`src/rtl/cordic_rotation_core.sv`:
```
// Iterative rotation-mode CORDIC (cos/sin of a Q2.14 angle), one micro-rotation per clock,
// built on three ripple-carry add/sub lanes. Optional input clamping: `define CORDIC_CLAMP_EN.

module cordic_addsub #(
    parameter int WIDTH = 16
) (
    input  logic [WIDTH-1:0] a,
    input  logic [WIDTH-1:0] b,
    input  logic             op,
    input  logic             en,
    output logic [WIDTH-1:0] sum
);
    logic [WIDTH-1:0] raw;

    // op=1 subtracts: a + ~b + 1, with the +1 entering as the carry-in of bit 0.
    generate
        for (genvar gi = 0; gi < WIDTH; gi++) begin : g_bit
            logic c_in;
            logic b_eff;
            assign b_eff = b[gi] ^ op;
            if (gi == 0) begin : g_cin0
                assign c_in = op;
            end else begin : g_cin
                assign c_in = g_bit[gi-1].g_carry.c_out;
            end
            assign raw[gi] = a[gi] ^ b_eff ^ c_in;
            if (gi < WIDTH - 1) begin : g_carry
                logic c_out;
                assign c_out = (a[gi] & b_eff) | (c_in & (a[gi] ^ b_eff));
            end
        end
    endgenerate

    assign sum = en ? raw : '0;
endmodule

module cordic_rotation_core #(
    parameter int BITWIDTH   = 16,
    parameter int ITERATIONS = 16
) (
    input  logic                clk,
    input  logic                rst_n,
    input  logic                in_valid,
    output logic                in_ready,
    input  logic [BITWIDTH-1:0] angle_in,
    output logic                out_valid,
    input  logic                out_ready,
    output logic [BITWIDTH-1:0] cos_out,
    output logic [BITWIDTH-1:0] sin_out,
    output logic                busy,
    output logic                range_err
);
    generate
        if (BITWIDTH != 16) begin : g_bad_width
            $error("cordic_rotation_core: BITWIDTH must be 16 (arctan table is 16-bit)");
        end
        if (ITERATIONS < 1 || ITERATIONS > 16) begin : g_bad_iter
            $error("cordic_rotation_core: ITERATIONS must be in 1..16");
        end
    endgenerate

    localparam int CW = (ITERATIONS > 2) ? $clog2(ITERATIONS) : 1;
    localparam logic [CW-1:0] LAST_ITER = CW'(ITERATIONS - 1);
    localparam logic [BITWIDTH-1:0] K_INIT = BITWIDTH'(9949);

    localparam logic [1:0] IDLE = 2'd0;
    localparam logic [1:0] RUN  = 2'd1;
    localparam logic [1:0] HOLD = 2'd2;

    logic [1:0]          state_reg;
    logic [BITWIDTH-1:0] x_reg, y_reg, z_reg;
    logic [CW-1:0]       iter_reg;
    logic [BITWIDTH-1:0] cos_reg, sin_reg;
    logic [BITWIDTH-1:0] angle_load;

    function automatic logic [15:0] atan_lookup(input logic [3:0] idx);
        case (idx)
            4'd0:    atan_lookup = 16'd12868;
            4'd1:    atan_lookup = 16'd7596;
            4'd2:    atan_lookup = 16'd4014;
            4'd3:    atan_lookup = 16'd2037;
            4'd4:    atan_lookup = 16'd1023;
            4'd5:    atan_lookup = 16'd512;
            4'd6:    atan_lookup = 16'd256;
            4'd7:    atan_lookup = 16'd128;
            4'd8:    atan_lookup = 16'd64;
            4'd9:    atan_lookup = 16'd32;
            4'd10:   atan_lookup = 16'd16;
            4'd11:   atan_lookup = 16'd8;
            4'd12:   atan_lookup = 16'd4;
            4'd13:   atan_lookup = 16'd2;
            4'd14:   atan_lookup = 16'd1;
            default: atan_lookup = 16'd0;
        endcase
    endfunction

    logic                z_neg;
    logic [BITWIDTH-1:0] x_shift, y_shift, atan_val;
    logic [BITWIDTH-1:0] x_sum, y_sum, z_sum;

    assign z_neg    = z_reg[BITWIDTH-1];
    assign x_shift  = $signed(x_reg) >>> iter_reg;
    assign y_shift  = $signed(y_reg) >>> iter_reg;
    assign atan_val = atan_lookup(4'(iter_reg));

    // Direction d=+1 (z>=0): x subtracts, y adds, z subtracts; d=-1 flips each lane.
    cordic_addsub #(.WIDTH(BITWIDTH)) u_x_lane (
        .a(x_reg), .b(y_shift), .op(~z_neg), .en(1'b1), .sum(x_sum)
    );
    cordic_addsub #(.WIDTH(BITWIDTH)) u_y_lane (
        .a(y_reg), .b(x_shift), .op(z_neg), .en(1'b1), .sum(y_sum)
    );
    cordic_addsub #(.WIDTH(BITWIDTH)) u_z_lane (
        .a(z_reg), .b(atan_val), .op(~z_neg), .en(1'b1), .sum(z_sum)
    );

`ifdef CORDIC_CLAMP_EN
    localparam logic signed [BITWIDTH-1:0] ANGLE_MAX = 16'sd25736;
    localparam logic signed [BITWIDTH-1:0] ANGLE_MIN = -16'sd25736;
    logic clamp_hi, clamp_lo;
    logic range_err_reg;

    assign clamp_hi   = $signed(angle_in) > ANGLE_MAX;
    assign clamp_lo   = $signed(angle_in) < ANGLE_MIN;
    assign angle_load = clamp_hi ? ANGLE_MAX : (clamp_lo ? ANGLE_MIN : angle_in);
    assign range_err  = range_err_reg;

    always_ff @(posedge clk or negedge rst_n) begin
        if (!rst_n) begin
            range_err_reg <= 1'b0;
        end else if (state_reg == IDLE && in_valid) begin
            range_err_reg <= clamp_hi | clamp_lo;
        end
    end
`else
    assign angle_load = angle_in;
    assign range_err  = 1'b0;
`endif

    always_ff @(posedge clk or negedge rst_n) begin
        if (!rst_n) begin
            state_reg <= IDLE;
            x_reg     <= '0;
            y_reg     <= '0;
            z_reg     <= '0;
            iter_reg  <= '0;
            cos_reg   <= '0;
            sin_reg   <= '0;
        end else begin
            case (state_reg)
                IDLE: begin
                    if (in_valid) begin
                        x_reg     <= K_INIT;
                        y_reg     <= '0;
                        z_reg     <= angle_load;
                        iter_reg  <= '0;
                        state_reg <= RUN;
                    end
                end
                RUN: begin
                    x_reg    <= x_sum;
                    y_reg    <= y_sum;
                    z_reg    <= z_sum;
                    iter_reg <= iter_reg + 1'b1;
                    if (iter_reg == LAST_ITER) begin
                        cos_reg   <= x_sum;
                        sin_reg   <= y_sum;
                        state_reg <= HOLD;
                    end
                end
                HOLD: begin
                    if (out_ready) begin
                        state_reg <= IDLE;
                    end
                end
                default: state_reg <= IDLE;
            endcase
        end
    end

    assign in_ready  = (state_reg == IDLE);
    assign busy      = (state_reg == RUN);
    assign out_valid = (state_reg == HOLD);
    assign cos_out   = cos_reg;
    assign sin_out   = sin_reg;
endmodule

```
`config.mk`:
```
export PLATFORM = sky130hd
export DESIGN_NAME = cordic_rotation_core
export DESIGN_NICKNAME = d
export VERILOG_FILES = /design/src/rtl/cordic_rotation_core.sv
export SDC_FILE = /design/constraint.sdc
export NUM_CORES = 1
export LEC_CHECK = 0
export ABC_CLOCK_PERIOD_IN_PS = 8300
export BUFFER_PORTS_ARGS = -buffer_cell sky130_fd_sc_hd__buf_2
export CORE_ASPECT_RATIO = 0.75
export CORE_MARGIN = 8
export CORE_UTILIZATION = 55
export CTS_CLUSTER_SIZE = 25
export DETAILED_ROUTE_END_ITERATION = 12
export HOLD_SLACK_MARGIN = 0.06
export PLACE_DENSITY = 0.76
export SLEW_MARGIN = 20
export SYNTH_ARGS = -nofsm -noshare
export SYNTH_HDL_FRONTEND = slang
export SYNTH_SLANG_ARGS = --single-unit
export TNS_END_PERCENT = 5
```
`constraint.sdc`:
```
create_clock -name clk -period 8.3 [get_ports clk]
set_input_delay 0 -clock clk [delete_from_list [all_inputs] [get_ports clk]]
set_output_delay 0 -clock clk [all_outputs]
set_load 0.02 [all_outputs]
```
Word-level counts from Yosys, hierarchy flattened
Memory sizes are Yosys's and may differ from the RTL's.
Cells that the tools add are included.
{"block": "word_totals", "regBits": 86, "latch_bits": 0, "mem_bits_rw": 0, "mem_bits_ro": 224, "input_bits": 20, "output_inout_bits": 36, "wordCells": 314, "n_memories": 1}
{"block": "op_classes", "n_addsub": 1, "n_mul": 0, "div": 0, "magnitude_cmp": 0, "eq_ne": 6, "shifts": 2, "muxes": 12, "bitwise": 280, "reduce_logical": 5}
{"name": "(no name shown)", "words": 16, "width": 14, "read_ports": 1, "rd_ports_with_merged_regs": 0, "wr": 0, "line": "77", "source": "case (idx)"}
{"operator": "1-bit bitwise XOR", "n": 142}
{"operator": "16-bit one-hot mux with 2 select lines", "n": 3}
{"operator": "1-bit AND", "n": 90}
{"operator": "16-bit 2-to-1 mux", "n": 3}
{"operator": "1-bit OR", "n": 45}
{"operator": "16-bit by 4-bit >>> shifter with 16-bit output", "n": 2}
{"operator": "4-bit one-hot mux with 2 select lines", "n": 1}
{"operator": "2-bit 2-to-1 mux", "n": 3}
{"operator": "2-bit one-hot mux with 3 select lines", "n": 1}
{"operator": "4-bit by 1-bit adder with 4-bit output, second input constant", "n": 1}
{"operator": "4-bit == test, second input constant", "n": 1}
{"operator": "4-bit 2-to-1 mux", "n": 1}
{"operator": "2-bit by 1-bit inequality test with 1-bit output, second input constant", "n": 2}
{"operator": "2-bit AND reduction", "n": 2}
{"operator": "3-bit AND reduction", "n": 1}
{"operator": "2-bit by 1-bit == test with 1-bit output, second input constant", "n": 1}
{"operator": "2-bit == test, second input constant", "n": 1}
{"operator": "2-bit logical NOT", "n": 1}
{"operator": "2-bit inequality test, second input constant", "n": 1}
{"operator": "2-bit nonzero test", "n": 1}
{"operator": "1-bit bitwise XOR, first input constant", "n": 2}
{"operator": "1-bit inverter", "n": 1}

Longest topological paths before layout
Gate-level depths: netlist (run 1).
{"block": "depth", "ltp_word": 35, "ltp_mapped": 33, "depth_no_buf": 31}

Hierarchy
Synthesis (run 1) repeated with hierarchy kept, for this count alone.
{"block": "hier_totals", "cells_unflattened": 629, "hier_area_um2": 7125.6}
{"module": "cordic_rotation_core", "instances": 1, "cells_each": 464, "area_per_inst_um2": 5342.6, "seq_area_each_um2": 2152.1}
{"module": "cordic_addsub", "instances": 3, "cells_each": 55, "area_per_inst_um2": 594.3, "seq_area_each_um2": 0.0}

Least setup slack after synthesis (run 1)
No wires, ideal clock.
{"block": "synth_path", "kind": "flip-flop to flip-flop", "startpoint": "reg iter_reg[0]", "endpoint": "reg z_reg[14]", "setup_ns": 0.130, "t_arrival_ns": 7.612, "required_ns": 8.170, "slack_ns": 0.557, "path_stages_with_launch": 28, "n_path_buf": 3, "period_less_slack_ns": 7.743, "cell_sequence": "dfrtp_1 -> buf_6 -> buf_6 -> buf_6 -> inv_1 -> ha_1 -> mux2i_1 -> a21oi_1 -> a21oi_1 -> fa_1 -> fa_1 -> fa_1 -> fa_1 -> fa_1 -> fa_1 -> fa_1 -> fa_1 -> fa_1 -> fa_1 -> fa_1 -> fa_1 -> inv_1 -> fa_1 -> inv_1 -> fa_1 -> nand2_1 -> o211ai_1 -> o21ai_0"}
{"block": "synth_via", "elab_chain_cells": 33, "word_cells_on_any_way": 73, "classes_between": "1 x mux; 71 x bitwise; 1 x memory"}
{"item": "start, declared", "line": "72", "source": "logic [CW-1:0] iter_reg;"}
{"item": "start signal, assigned", "line": "164", "source": "iter_reg <= iter_reg + 1'b1;"}
{"item": "memory read 16 x 14 bit (*)"}
{"item": "1-bit bitwise XOR", "line": "20", "source": "assign b_eff = b[gi] ^ op;"}
{"item": "1-bit bitwise XOR", "line": "29", "source": "assign c_out = (a[gi] & b_eff) | (c_in & (a[gi] ^ b_eff));"}
{"item": "1-bit AND", "line": "29"}
{"item": "1-bit OR", "line": "29"}
{"item": "1-bit AND", "line": "29"}
{"item": "1-bit OR", "line": "29"}
{"item": "1-bit AND", "line": "29"}
{"item": "(+17 left out)"}
{"item": "1-bit AND", "line": "29"}
{"item": "1-bit OR", "line": "29"}
{"item": "1-bit AND", "line": "29"}
{"item": "1-bit OR", "line": "29"}
{"item": "1-bit AND", "line": "29"}
{"item": "1-bit OR (*)", "line": "29"}
{"item": "1-bit bitwise XOR (*)", "line": "26", "source": "assign raw[gi] = a[gi] ^ b_eff ^ c_in;"}
{"item": "16-bit one-hot mux with 2 select lines (*)", "line": "150", "source": "case (state_reg)"}
{"item": "end signal, assigned", "line": "155", "source": "z_reg <= angle_load;"}
{"item": "end signal, assigned", "line": "163", "source": "z_reg <= z_sum;"}
{"item": "end, declared", "line": "71", "source": "logic [BITWIDTH-1:0] x_reg, y_reg, z_reg;"}
Mark *: on every way between the ends. The rest lies on a longest branch, timed or not.
A chain may end at the register's enable or synchronous reset.

Final worst setup path (run 1)
Ends and elaborated chain as after synthesis.

==> run summary, run 1 <==
Multi-input gate area = 3840 µm²
FILL cells = 917
GP Congestion = 0.967
first-pass GRT wire length = 27600 µm
synthesized net count = 696
top-area cell type share of the netlist area = 0.336
Seq/Total Area, Yosys = 0.336
Adder-Cell Fraction of Synth Area = 0.145
Total GRT Usage = 0.232
total gr overflow = 0
die area = 15400 µm²
Setup TNS = 0 ns
Antenna diodes = 0
Pre-Repair DR Iteration Count = 8
layout cell share with drive strength beyond 1 = 0.227
H-tree depth = 3
synthesized area = 6400 µm²
minimum clock period after layout = 7.99 ns
xor/xnor share of the synthesized area = 0.0684
max-slew violations = 0
worst setup path category = reg2reg
IO Port Bufs = 54
Max-Cap Viols = 0
DIE WIDTH = 141 µm
CTS root buf = clkbuf_16
max_slew headroom = 0.437
Top Layer Used = met4
largest family of logic cells by synthesized area = compound AO/OA/AOI/OAI gates
Vias = 4967
Post-DRT Antenna Nets = 0
clock latency on the worst-skew pair = 0.35 ns
Final Hold Vio Count = 0
core area = 11500 µm²
vias per inst = 5.95
Ports = 56
hold crit path type = in2reg
Final Skew = 0.00760 ns
Worst Tran Pin Value = 0.843 ns
Synth cell types = 46
TritonCTS Buffers = 9
most common cell in the netlist = dfrtp_1
clk sink count = 86
Yosys top cell by area = dfrtp_1
RSZ-0062 raised after global routing = false
CP Capture Type = flop
startpoint type of the worst setup path = flop
Cell Rows = 34
fin nets = 755
Synth async-reset ratio = 1.00
Seq cells post-synth = 86
clk slew on worst S/H paths = 0.06 ns
area delta synth->final = 14.5%
Post-synth EDFFs = 0
largest net degree at the start of global routing = 57
Ys Warns = 0
met3 WL = 1470 µm
vias in the first global route = 5104
final hold slack = 0.104 ns
Initial Utilization = 0.557
Die Ht = 109 µm
final setup vio count = 0
gate count of the mapped netlist = 627
Worst EP arrival = 8.20 ns
post-synthesis simple-gate area fraction = 0.0755
Tcrit/Tclk final = 0.962
post-DP HPWL = 12400 µm
CTS tree = done
Compound-Gate Fraction of Synth Area = 0.154
maximum clock rate = 0.125 GHz
critical path peak fanout = 15
met2 wire len = 7930 µm
utilization after layout = 0.638
leading register cell type out of synthesis = dfrtp_1
initial antenna violation count = 0
Metal-1 WL = 7530 µm
syn avg cell area = 10.2 µm²
most frequent cells after synthesis = dfrtp_1, nand2_1, o21ai_0
Reg area = 2150 µm²
synth top area cells = dfrtp_1, fa_1, xnor2_1
status = finished clean
Avg WL per Cell = 20.6 µm
postcts setup bufs = 0
final wirelength = 17200 µm
Max clock buf depth = 2
mux cell area share after synthesis = 0.151
First DRT Iteration DRCs = 527
WP data required = 8.52 ns
detailed-route DRC error count = 0
==> routing by layer <==
metal,track usage,vias to the layer above
met3,0.0659,25
met2,0.363,196
li1,-,2272
met4,0.0627,0
met1,0.315,2474
met5,0,-
==> final timing paths <==
kind	from	to	slack, ns	depth (start not counted)
worst min register to register	cos_out[14]	cos_out[14]	0.47	2
max in group asynchronous	rst_n	cos_out[0]	7.12	3
worst max register to register	iter_reg[0]	z_reg[14]	0.31	26
worst max-delay path	iter_reg[0]	z_reg[14]	0.31	26
min in group asynchronous	rst_n	z_reg[11]	0.17	2
worst min-delay path	in_valid	z_reg[0]	0.10	4
==> cell type report <==
class                           instances  share of cell area
Clock buffer                           10              0.0313
Clock inverter                          6             0.00956
Inverter                               52              0.0272
Multi-Input combinational cell        440               0.525
Sequential cell                        86               0.294
Tap cell                              144              0.0246
Timing Repair Buffer                   97              0.0888
==> placed cells by master (no fill, tap or decap), types with 25 or more instances in the layout <==
master	netlist	layout
nor2_1	27	25
nand2_1	79	79
a21oi_1	28	27
dfrtp_1	86	84
buf_2	10	53
xnor2_1	48	48
fa_1	42	39
buf_4	3	26
inv_1	50	49
o21ai_0	53	53
==> worst max-delay path, cell delays in order, from the launching register on <==
cell,delay [ns]
dfrtp_2,0.51
buf_12,0.20
clkinvlp_4,0.15
ha_2,0.25
mux2i_2,0.17
a21oi_2,0.10
nor2_1,0.13
a21oi_1,0.08
fa_1,0.43
fa_1,0.43
fa_1,0.42
fa_1,0.42
fa_1,0.43
fa_1,0.42
fa_1,0.44
fa_1,0.43
fa_1,0.43
fa_1,0.47
fa_1,0.46
fa_1,0.40
inv_1,0.08
fa_1,0.18
inv_1,0.06
fa_1,0.49
nand2_1,0.05
o211ai_1,0.10
o21ai_0,0.11
==> stage by stage <==
step                      worst slack (ns)  std cells  area (µm²)
after floorplan                      0.557        627        6400
after global placement               0.231        802        6810
after detailed placement            0.0785        802        6810
after CTS                           0.0398        835        7280
after global routing               0.00888        835        7330
final                                0.312        835        7330
==> logic make-up after synthesis <==
| kind of cell | count (synthesis) |
|---|---|
| flip-flops | 86 |
| multiplexers | 61 |
| buffers and inverters | 101 |
| adder cells (fa/ha/maj) | 49 |
| AO/OA/AOI/OAI | 158 |
| other | 1 |
| XOR/XNOR | 50 |
| AND/OR/NAND/NOR | 121 |
==> what timing repair did <==
action                                  4_1_cts  5_1_grt
endpoints found under the hold margin        52        0
hold buffers                                 17        0
endpoints found under the setup margin        0        8
gates resized for setup                       0       15
Power of run 1 is left out: the tool's default activity adds up to more than one toggle a clock period on the data nets, which glitch-free logic cannot reach.
==> run 2, diff against run 1 <==
Settings changed: CORE_MARGIN 8 to unset.
==> run summary, run 2 (synthesis gave the netlist of run 1 again) <==
post-DP HPWL = 11300 µm (-8.1%)
Ports = 56 (unchanged)
status = finished clean
Worst Tran Pin Value = 0.868 ns (+0.0255 ns)
Max clock buf depth = 2 (unchanged)
maximum clock rate = 0.126 GHz (+0.87%)
startpoint type of the worst setup path = flop
initial antenna violation count = 0 (unchanged)
detailed-route DRC error count = 0 (unchanged)
layout cell share with drive strength beyond 1 = 0.215 (-0.0123)
TritonCTS Buffers = 9 (unchanged)
area delta synth->final = 14.2%
DIE WIDTH = 127 µm (-10%)
Critical R2R Launch = iter_reg[0]
Final Hold Vio Count = 0 (unchanged)
vias in the first global route = 4856 (-4.9%)
max_slew headroom = 0.419 (-0.0175)
IO Port Bufs = 54 (unchanged)
Levels on crit path = 31 (+19%)
Reg2Reg Setup Slack = 0.38 ns (+0.07 ns)
GP Congestion = 0.947 (-2.1%)
vias per inst = 6.11 (+2.8%)
die area = 12100 µm² (-21%)
CTS root buf = clkbuf_16
CP Capture Type = flop
postcts setup bufs = 0 (unchanged)
most frequent cells in the layout = dfrtp_1, nand2_1, o21ai_0, buf_2, inv_1
Die Ht = 95.4 µm (-13%)
clk sink count = 86 (unchanged)
Initial Utilization = 0.576 (+0.0190)
Multi-input gate area = 3840 µm² (about the same)
CTS tree = done
final setup margin = 0.381 ns (+0.0687 ns)
Reg area = 2150 µm² (about the same)
Vias = 5037 (+1.4%)
Worst Reg-to-Reg Cells = 31 (+19%)
crit-path most repeated cell = fa_1
Worst path top cell family by delay = adder cells
max-slew violations = 0 (unchanged)
RR Endpoint = x_reg[15]
Cell Rows = 33 (-2.9%)
largest net degree at the start of global routing = 87 (+53%)
final wirelength = 16300 µm (-5.2%)
critical path endpoint = x_reg[15]
Place WS = 0.175 ns (+0.0969 ns)
H-tree depth = 3 (unchanged)
CP max stage delay = 0.52 ns (about the same)
Post-DRT Antenna Nets = 0 (unchanged)
most common cell after layout, fill and taps aside = dfrtp_1
critical path peak fanout = 8 (-7)
WP data required = 8.53 ns (about the same)
core area = 11100 µm² (-3.3%)
worst setup path category = reg2reg
total gr overflow = 0 (unchanged)
clock latency on the worst-skew pair = 0.35 ns (about the same)
Pre-Repair DR Iteration Count = 5 (-3)
Avg WL per Cell = 19.8 µm (-3.9%)
Worst path slowest cell = mux4_2
Tcrit/Tclk final = 0.954 (-0.00828)
Worst Setup SP = iter_reg[0]
first-pass GRT wire length = 26300 µm (-4.6%)
hold crit path type = in2reg
Worst EP arrival = 8.15 ns (-0.05 ns)
final setup vio count = 0 (unchanged)
minimum clock period after layout = 7.92 ns (-0.0687 ns)
Total GRT Usage = 0.290 (+0.0578)
fin nets = 748 (-0.93%)
Antenna diodes = 0 (unchanged)
First DRT Iteration DRCs = 536 (+1.7%)
CP bufs+invs = 7 (+3)
FILL cells = 902 (-1.6%)
Final Skew = 0.00982 ns (+0.00222 ns)
Max-Cap Viols = 0 (unchanged)
clk slew on worst S/H paths = 0.07 ns (about the same)
## run 2: worst min-delay path by stage
stage,startpoint,cells after the start,slack [ns],endpoint
3_3_place_gp,out_ready,2,0.18,state_reg[1]
3_5_place_dp,out_ready,2,0.18,state_reg[1]
2_1_floorplan,rst_n,0,-0.30,cos_out[0]
6_report,angle_in[0],5,0.09,z_reg[0]
5_1_grt,in_valid,4,0.13,z_reg[0]
4_1_cts,angle_in[0],5,0.08,z_reg[0]
## run 2: worst min-delay path: cells and delay by family
family                 cells  cell delay (ns)
buffers and inverters      1             0.07
AO/OA/AOI/OAI              4             0.32
## run 2: metal layers
| metal | wire length, µm | GRT usage | part of all wire |
|---|---|---|---|
| met1 | 7500 | 0.421 | 0.46 |
| met2 | 7360 | 0.450 | 0.45 |
| met3 | 1340 | 0.0629 | 0.082 |
| met4 | 135 | 0.0622 | 0.0083 |
| met5 | 0 | 0 | 0 |
## run 2: timing repair
item	CTS	global route
resized for setup	0	11
setup endpoints to repair	0	5
endpoints found under the hold margin	102	0
hold buffers	17	0
## run 2: area by class of cell
type | count | area share
clock buffer | 10 | 0.0313
clock inverter | 6 | 0.0149
inverter | 52 | 0.0267
multi-input combinational | 440 | 0.526
sequential | 86 | 0.295
tap | 140 | 0.0240
timing repair buffer | 90 | 0.0822
## run 2: through the flow
step | cell area, µm² | setup TNS (ns) | utilization | instances | hold WS, ns
CTS | 7260 | 0 | 0.654 | 824 | 0.0817
detailed placement | 6760 | 0 | 0.608 | 791 | 0.183
finish | 7300 | 0 | 0.658 | 824 | 0.0915
global placement | 6750 | 0 | 0.608 | 791 | 0.178
global route | 7300 | -0.0225 | 0.658 | 824 | 0.133
floorplan | 6400 | 0 | - | 627 | -0.296
Power of run 2 is left out for the same reason.
==> run 3, diff against run 2 <==
Settings changed: GPL_TIMING_DRIVEN set to 0, PLACE_DENSITY 0.76 to 0.77.
==> run summary, run 3 (synthesis gave the netlist of run 1 again) <==
fin nets = 790 (+5.6%)
Post-DRT Antenna Nets = 0 (unchanged)
Worst EP arrival = 8.11 ns (-0.04 ns)
worst setup path category = reg2reg
status = finished clean
Cell Rows = 33 (unchanged)
maximum clock rate = 0.127 GHz (+0.22%)
Worst Tran Pin Value = 0.988 ns (+0.120 ns)
Max clock buf depth = 2 (unchanged)
RSZ-0062 raised after global routing = false
Worst path slowest cell = fa_1
RR Endpoint = z_reg[14]
largest net degree at the start of global routing = 46 (-47%)
Worst Setup SP = iter_reg[0]
hold crit path type = in2reg
WP data required = 8.50 ns (-0.03 ns)
Total GRT Usage = 0.354 (+0.0641)
max-slew violations = 0 (unchanged)
clk sink count = 86 (unchanged)
IO Port Bufs = 54 (unchanged)
Multi-input gate area = 3860 µm² (+0.52%)
Antenna diodes = 0 (unchanged)
TritonCTS Buffers = 9 (unchanged)
core area = 11100 µm² (unchanged)
crit-path most repeated cell = fa_1
CP max stage delay = 0.47 ns (-0.05 ns)
Pre-Repair DR Iteration Count = 6 (+1)
FILL cells = 863 (-4.3%)
CP Capture Type = flop
Critical R2R Launch = iter_reg[0]
clock latency on the worst-skew pair = 0.34 ns (about the same)
final setup vio count = 0 (unchanged)
die area = 12100 µm² (unchanged)
clk slew on worst S/H paths = 0.07 ns (about the same)
startpoint type of the worst setup path = flop
Worst Reg-to-Reg Cells = 28 (-9.7%)
Die Ht = 95.4 µm (unchanged)
Reg2Reg Setup Slack = 0.40 ns (+0.02 ns)
detailed-route DRC error count = 0 (unchanged)
Placed Area = 6870 µm² (+1.6%)
Reg area = 2150 µm² (unchanged)
CTS root buf = clkbuf_16
Avg WL per Cell = 23.1 µm (+17%)
fin area = 7510 µm² (+2.8%)
most common cell after layout, fill and taps aside = dfrtp_1
layout cell share with drive strength beyond 1 = 0.231 (+0.0165)
minimum clock period after layout = 7.90 ns (-0.0176 ns)
Initial Utilization = 0.576 (unchanged)
initial antenna violation count = 1 (+1)
vias per inst = 6.25 (+2.2%)
max_slew headroom = 0.341 (-0.0775)
post-DP HPWL = 15000 µm (+32%)
area delta synth->final = 17.3%
GP Congestion = 0.971 (+2.6%)
most frequent cells in the layout = dfrtp_1, nand2_1, buf_2, o21ai_0, inv_1
DIE WIDTH = 127 µm (unchanged)
final wirelength = 20000 µm (+22%)
Max-Cap Viols = 0 (unchanged)
Vias = 5409 (+7.4%)
Final Skew = 0.00519 ns (-0.00463 ns)
total gr overflow = 0 (unchanged)
First DRT Iteration DRCs = 466 (-13%)
Tcrit/Tclk final = 0.952 (-0.00212)
H-tree depth = 3 (unchanged)
critical path endpoint = z_reg[14]
Ports = 56 (unchanged)
Final Hold Vio Count = 0 (unchanged)
critical path peak fanout = 10 (+2)
first-pass GRT wire length = 30600 µm (+16%)
CTS tree = done
vias in the first global route = 5301 (+9.2%)
==> run 3: changes by cell type in the layout (fill, tap and decap cells not counted), sizes merged <==
cell      delta
inv          +1
buf         +19
clkinvlp     +3
clkbuf      +24
clkinv       -2
bufinv       -3
==> run 3: metrics by stage <==
step | instances | TNS [ns] | hold slack, ns | setup slack [ns] | utilization
floorplan | 627 | 0 | -0.296 | 0.557 | -
global placement | 821 | -0.100 | 0.176 | -0.0933 | 0.616
detailed placement | 822 | -0.249 | 0.0282 | -0.129 | 0.618
CTS | 857 | 0 | 0.0824 | 0.0705 | 0.663
global route | 866 | 0 | 0.139 | 0.0513 | 0.676
finish | 866 | 0 | 0.0839 | 0.398 | 0.676
==> run 3: area by class of cell <==
| type | instances | area share |
|---|---|---|
| plain buffers | 49 | 0.0368 |
| clock inverters | 5 | 0.00550 |
| flip-flops and latches | 86 | 0.287 |
| multi-input cells | 440 | 0.514 |
| inverters | 52 | 0.0268 |
| well taps | 140 | 0.0233 |
| repair buffers | 83 | 0.0727 |
| clock buffers | 11 | 0.0337 |
==> run 3: repair_timing <==
| item | in CTS | in global routing |
|---|---|---|
| hold buffers | 17 | 0 |
| setup buffers | 2 | 9 |
| pin swaps | 1 | 6 |
| setup endpoints to repair | 2 | 3 |
| resized for setup | 8 | 28 |
| endpoints found under the hold margin | 57 | 0 |
| gates cloned | 0 | 0 |
==> run 3: how the worst min path moves through the flow <==
stage	from	end	slack, ns	depth (start not counted)
floorplan	rst_n	cos_out[0]	-0.30	0
global placement	out_ready	state_reg[1]	0.18	2
detailed placement	rst_n	z_reg[3]	0.03	1
CTS	in_valid	z_reg[0]	0.08	4
global route	in_valid	z_reg[0]	0.14	4
finish	in_valid	z_reg[0]	0.08	4
==> run 3: worst max-delay path: cells and delay by family, from the launching register on <==
family	cells	cell delay (ns)
buffers and inverters	6	0.77
flip-flops	1	0.44
adder cells (fa/ha/maj)	15	5.83
AND/OR/NAND/NOR	2	0.16
AO/OA/AOI/OAI	4	0.37
multiplexers	1	0.18
==> run 3: routing by layer <==
layer  routed length [µm]  GRT usage  up-vias
met2                 8720      0.532      288
met4                  382      0.100        2
met5                    8          0        -
li1                     -          -     2340
met1                 9000      0.511     2747
met3                 1900     0.0892       32
Power of run 3 is left out for the same reason.
